File: src/rtl/exec_ctrl.sv
// Execution controller: HALT/RUN/STEP/LOAD sequencing with a tick prescaler.
// Optional breakpoint logic is enabled by defining EXEC_CTRL_BP_EN.
module exec_ctrl #(
    parameter int unsigned TICK_DIV = 12000000
) (
    input  logic       clk,
    input  logic       reset,
    input  logic       cmd_valid,
    output logic       cmd_ready,
    input  logic [1:0] cmd_op,
    input  logic [3:0] load_addr,
    input  logic [7:0] load_data,
    input  logic [3:0] ip,
    output logic       cpu_en,
    output logic       mem_we,
    output logic [3:0] mem_waddr,
    output logic [7:0] mem_wdata,
    output logic [1:0] state,
`ifdef EXEC_CTRL_BP_EN
    input  logic       bp_valid,
    input  logic [3:0] bp_addr,
    output logic       bp_hit,
`endif
    output logic [7:0] instr_count
);

    typedef enum logic [1:0] {
        S_HALT = 2'd0,
        S_RUN  = 2'd1,
        S_STEP = 2'd2,
        S_LOAD = 2'd3
    } state_e;

    localparam logic [1:0] OP_HALT = 2'd0;
    localparam logic [1:0] OP_RUN  = 2'd1;
    localparam logic [1:0] OP_STEP = 2'd2;
    localparam logic [1:0] OP_LOAD = 2'd3;

    localparam logic [23:0] TOP = 24'(TICK_DIV - 1);

    state_e      state_q, state_d;
    logic [23:0] presc_q, presc_d;
    logic [23:0] presc_nxt;
    logic        cpu_en_q, cpu_en_d;
    logic        mem_we_q, mem_we_d;
    logic [3:0]  waddr_q, waddr_d;
    logic [7:0]  wdata_q, wdata_d;
    logic [7:0]  count_q, count_d;
    logic        bp_hit_q, bp_hit_d;
    logic        accept;
    logic        tick;

    assign cmd_ready = (state_q == S_HALT) || (state_q == S_RUN);
    assign accept    = cmd_valid && cmd_ready;
    assign presc_nxt = (presc_q == TOP) ? 24'd0 : presc_q + 24'd1;

    always_comb begin
        state_d  = state_q;
        presc_d  = presc_q;
        cpu_en_d = 1'b0;
        mem_we_d = 1'b0;
        waddr_d  = waddr_q;
        wdata_d  = wdata_q;
        bp_hit_d = 1'b0;
        tick     = 1'b0;
        unique case (state_q)
            S_HALT: begin
                if (accept) begin
                    unique case (cmd_op)
                        OP_HALT: state_d = S_HALT;
                        OP_RUN: begin
                            state_d  = S_RUN;
                            presc_d  = 24'd0;
                            // Period of one: the first pulse lands right after entry.
                            cpu_en_d = (TOP == 24'd0);
                        end
                        OP_STEP: begin
                            state_d  = S_STEP;
                            cpu_en_d = 1'b1;
                        end
                        OP_LOAD: begin
                            state_d  = S_LOAD;
                            mem_we_d = 1'b1;
                            waddr_d  = load_addr;
                            wdata_d  = load_data;
                        end
                    endcase
                end
            end
            S_RUN: begin
                if (accept && cmd_op == OP_HALT) begin
                    state_d = S_HALT;
                    presc_d = 24'd0;
                end else begin
                    presc_d  = presc_nxt;
                    tick     = (presc_nxt == TOP);
                    cpu_en_d = tick;
`ifdef EXEC_CTRL_BP_EN
                    if (tick && bp_valid && ip == bp_addr) begin
                        cpu_en_d = 1'b0;
                        state_d  = S_HALT;
                        presc_d  = 24'd0;
                        bp_hit_d = 1'b1;
                    end
`endif
                end
            end
            S_STEP: state_d = S_HALT;
            S_LOAD: state_d = S_HALT;
        endcase
        count_d = count_q + {7'd0, cpu_en_d};
    end

    always_ff @(posedge clk or posedge reset) begin
        if (reset) begin
            state_q  <= S_HALT;
            presc_q  <= 24'd0;
            cpu_en_q <= 1'b0;
            mem_we_q <= 1'b0;
            waddr_q  <= 4'd0;
            wdata_q  <= 8'd0;
            count_q  <= 8'd0;
            bp_hit_q <= 1'b0;
        end else begin
            state_q  <= state_d;
            presc_q  <= presc_d;
            cpu_en_q <= cpu_en_d;
            mem_we_q <= mem_we_d;
            waddr_q  <= waddr_d;
            wdata_q  <= wdata_d;
            count_q  <= count_d;
            bp_hit_q <= bp_hit_d;
        end
    end

    assign cpu_en      = cpu_en_q;
    assign mem_we      = mem_we_q;
    assign mem_waddr   = waddr_q;
    assign mem_wdata   = wdata_q;
    assign state       = state_q;
    assign instr_count = count_q;

`ifdef EXEC_CTRL_BP_EN
    assign bp_hit = bp_hit_q;
`else
    logic unused_bp;
    assign unused_bp = ^{ip, bp_hit_q, tick};
`endif

endmodule
File: config.mk
export PLATFORM = sky130hd
export DESIGN_NAME = exec_ctrl
export DESIGN_NICKNAME = d
export VERILOG_FILES = /design/src/rtl/exec_ctrl.sv
export SDC_FILE = /design/constraint.sdc
export NUM_CORES = 1
export LEC_CHECK = 0
export ABC_AREA = 1
export BUFFER_PORTS_ARGS = -buffer_cell sky130_fd_sc_hd__buf_2
export CORE_ASPECT_RATIO = 1.1
export CORE_MARGIN = 8
export CORE_UTILIZATION = 50
export DETAILED_ROUTE_END_ITERATION = 16
export PLACE_DENSITY = 0.81
export SYNTH_ARGS = -nofsm -noshare
export SYNTH_HDL_FRONTEND = slang
export SYNTH_SLANG_ARGS = --single-unit
File: constraint.sdc
create_clock -name clk -period 5.8 [get_ports clk]
set_input_delay 1.45 -clock clk [delete_from_list [all_inputs] [get_ports clk]]
set_output_delay 1.45 -clock clk [all_outputs]
set_load 0.03 [all_outputs]
# Word-level counts from Yosys, hierarchy flattened
# Cells that the tools add are included.
# word_totals
output_inout_bits	25
ff_bits	48
input_bits	21
wordCells	46
# classes
addsub	2
mux	16
eq_ne	11
n_reduce_logical	10
# op_table
operator	n
2-to-1 mux 24 bit	4
equality test 24 bit, second input constant	2
one-hot mux 24 bit (2 select lines)	1
adder 24 x 1 -> 24 bit, second input constant	1
adder 8 x 1 -> 8 bit	1
equality test 2 bit, second input constant	4
one-hot mux 2 bit (4 select lines)	1
2-to-1 mux 1 bit	6
one-hot mux 2 bit (3 select lines)	1
AND reduction 3 bit	2
equality test 2 x 1 -> 1 bit, second input constant	2
logical NOT 2 bit	2
2-to-1 mux 2 bit	2
inequality test 2 x 1 -> 1 bit, second input constant	2
logical AND 1 bit	2
inequality test 2 bit, second input constant	1
one-hot mux 1 bit (2 select lines)	1
AND reduction 2 bit	1
nonzero test 2 bit	1
OR reduction 2 bit	1
logical OR 1 bit	1

# Longest topological paths before layout
# depth
depth_word	7
ltp_mapped	19
mapped_depth_nobuf	19

# Least setup slack after synthesis
# OpenSTA, ideal clock, no wires.
# synth_timing
path_kind	input port to flip-flop
start	input cmd_op[1]
end	register count_q[6], in the netlist instr_count[6]
setup_time_ps	136
t_arrival_ps	3070
slack_ps	2594
n_path_buf	0
required_ps	5664
path_stages	17
path_cell_list	inv_1 nand3_1 nand2_1 clkinv_1 nand2_1 nor2_1 nand3b_1 nor2_2 nand2_1 nor2_1 nand2_1 nand2_1 ha_1 ha_1 nand3_1 nor2_1 xor2_1
# synth_between
elab_chain_len	5
word_cells_on_any_way	8
cone_classes	1 x add/sub; 1 x eq/ne; 4 x mux; 2 x reduce/logical
# synth_rtl
item	line_no	rtl
from (decl)	10	input logic [1:0] cmd_op,
equality test 2 bit / logical NOT 2 bit (equally long branches)	69, 91	
2-to-1 mux 1 bit / logical AND 1 bit (equally long branches)	69, 91	
2-to-1 mux 1 bit, on equally long branches	68, 91	
one-hot mux 1 bit (2 select lines) (*)	66	unique case (state_q)
net cpu_en_d	44	logic cpu_en_q, cpu_en_d;
adder 8 x 1 -> 8 bit (*)	111	count_d = count_q + {7'd0, cpu_en_d};
net count_d[6]	48	logic [7:0] count_q, count_d;
to (signal assigned)	131	count_q <= count_d;
to (decl)	48	
# The timed path passes the listed nets; every way through them passes the cells marked *.
# A chain may end at the register's enable or synchronous reset.

# Worst setup path after layout
# Ends and elaborated chain as after synthesis.

==> results.toml <==
[synth]
async_reset_ff_share_pct = 100.0
syn_inst = 368
synthTopCellsByArea = "dfrtp_1 (44%), nand2_1 (14%), nand3_1 (6.6%)"
synth_top_area_share_pct = 43.76
synth_top_area_cell = "dfrtp_1"
avgSynthCellArea_um2 = 7.460
ys.flop_type = "dfrtp_1"
yosysMostFrequentCell = "nand2_1"
syn_nets = 392
synthDistinctLibCells = 25
ys_warn_count = 0
synth_seq_cells = 48
netlist_area_mm2 = 0.002745
seq_area_frac_synth_pct = 43.76
synth_common_cells = "nand2_1 (105), dfrtp_1 (48), inv_1 (46)"
synth_edf_count = 0

[layout]
antenna_cells = 0
drive_gt1_share_pct = 18.34
nFillCells = 474
final_util_pct = 59.05
final_nets = 433
syn_to_final_growth_pct = 14.54

[outcome]
status = "finished clean"

[drt]
wl_per_cell_um = 13.73
drc_errors = 0
vias_per_cell = 5.202
dr.pass1.iters = 6
final_antenna_net_count = 0
num_vias = 2518
drtIter0Drc = 204
routed_wl_mm = 6.644

[worst_setup_path]
startpoint_type = "input pin"
r2r_cells = 17
end_kind = "register"
cp_cell_sequence = "buf_2, inv_1, nand3_1, nand2_1, clkinv_1, nand2_1, nor2_1, nand3b_1, nor2_2, nand2_1, nor2_1, nand2_1, nand2_1, ha_1, ha_1, nand3_1, nor2_1, xor2_1"
crit_top_cell = "nand2_1"
critPathKind = "in2reg"
cp.arrival_ns = 4.03
crit_path_max_fanout = 16
worstPathRequired_ns = 5.98
critPathMaxStageDelay_ns = 0.48
cpMaxStageDelayCell = "nand2_1"

[global_route]
grt_max_degree = 49
grt_pass1_vias = 2596
grt.overflow.total = 0
grt_pass1_wl_mm = 11.54
track_usage_pct = 17.38
antenna_found_initial = 0

[clock_tree]
cts_tree = "built"
cts-resized-gates = 0
path_clk_slew_ns = 0.08
clockBufferDepth = 2
post_cts.repair.setup_buffers = 0
cts_hold_buf = 0
h-tree-depth = 2
cts-root-buf = "clkbuf_8"
clock_latency_ns = 0.30
cts.sinks = 48
cts_buffers = 5

[floorplan]
design.core.area_mm2 = 0.005325
rows = 28
io_pins = 46
die_w_um = 86.65
die-area_mm2 = 0.008120
initial_core_util_pct = 51.55
dieHeight_um = 93.72

[timing]
slew_violations = 0
finalSetupTns_ns = 0
period_needed_ns = 3.846
fin_skew_ns = 0.007852
rsz0062_at_grt = "no"
setup_violations = 0
hold_viol = 0
worst_pin_slew_ns = 1.047
whs_ns = 0.4647
finalCritPeriodShare_pct = 66.32
setup_slack_ns = 1.954
slew_headroom_pct = 30.21
fmax_ghz = 0.2600

[power]
peakVddDrop_mv = 0.2967
leakage_nw = 1.566
power_mw = 1.124
power_density_mw_per_mm2 = 357.4

[placement]
gp_congestion = 0.9213
io_buffer_count = 41
place_ws_ns = 1.699
hpwlAfterDp_mm = 4.872

[hold_path]
whs_path_depth = 1
hold_class = "reg2reg"

[run]
max-cap-violations = 0
==> power breakdown <==
part	internal (mW)	switching, mW
Sequential	0.409	0.0579
Combinational	0.0965	0.280
Clock	0.170	0.111
==> logic make-up after synthesis <==
group	share of synthesized area, %
adders and majority gates	1.368
xor gates and xnor gates	3.829
DFF	43.76
AOI/OAI and AO/OA	5.652
and+or+nand+nor	37.33
buffers and inverters	8.067
==> worst max-delay path: cells and delay by family <==
family | cells | cell delay [ns]
XOR/XNOR | 1 | 0.14
buffers and inverters | 3 | 0.65
AND/OR/NAND/NOR | 12 | 1.37
adder cells (fa/ha/maj) | 2 | 0.41
==> cell usage in the layout (no fill, tap or decap), types with 9 or more instances in the layout <==
| cell | count |
|---|---|
| nand2_1 | 105 |
| dfrtp_1 | 48 |
| inv_1 | 45 |
| nor2_1 | 44 |
| buf_2 | 41 |
| nand3_1 | 36 |
| o21ai_0 | 11 |
| o22ai_1 | 11 |
| nand4_1 | 9 |
| xor2_1 | 9 |
==> path summary, 6_finish.rpt <==
path,startpoint,end,slack (ns)
setup / recovery,cmd_op[1],instr_count[6]$_DFF_PP0_,1.95
hold / removal,instr_count[7]$_DFF_PP0_,instr_count[7]$_DFF_PP0_,0.46
setup reg to reg,state[0]$_DFFE_PP0P_,instr_count[6]$_DFF_PP0_,2.79
hold reg to reg,instr_count[7]$_DFF_PP0_,instr_count[7]$_DFF_PP0_,0.46
max in group asynchronous,reset,instr_count[7]$_DFF_PP0_,3.81
min in group asynchronous,reset,mem_wdata[6]$_DFFE_PP0P_,1.38
==> sequential cells by signal, summed over array words and instances, names as in the netlist <==
signal       cells
presc_q         24
mem_waddr        4
mem_wdata        8
state            2
mem_we           1
instr_count      8
cpu_en           1
==> metrics by stage <==
stage	cell area, um^2	cells
floorplan	2745	368
global placement	3015	477
detailed placement	3015	477
CTS	3144	484
global route	3144	484
finish	3144	484
==> per-layer routing <==
layer	vias up	wire (um)	global-route usage (%)	share of wire [%]
li1	1250	-	-	-
met1	1151	2864	20.96	43
met2	103	3155	28.81	47
met3	14	479	4.287	7.2
met4	0	145	7.328	2.2
met5	-	0	0	0
==> final cells by class <==
class                      instances  area [um^2]  area share [%]
multi-input combinational        264         1326           42.18
sequential                        48         1201           38.20
clock inverter                     2        60.06           1.910
tap                               75        93.84           2.984
timing repair buffer              42        212.7           6.765
inverter                          48        181.4           5.770
clock buffer                       5        68.82           2.189
No activity file was read; power rests on OpenSTA's default activity.
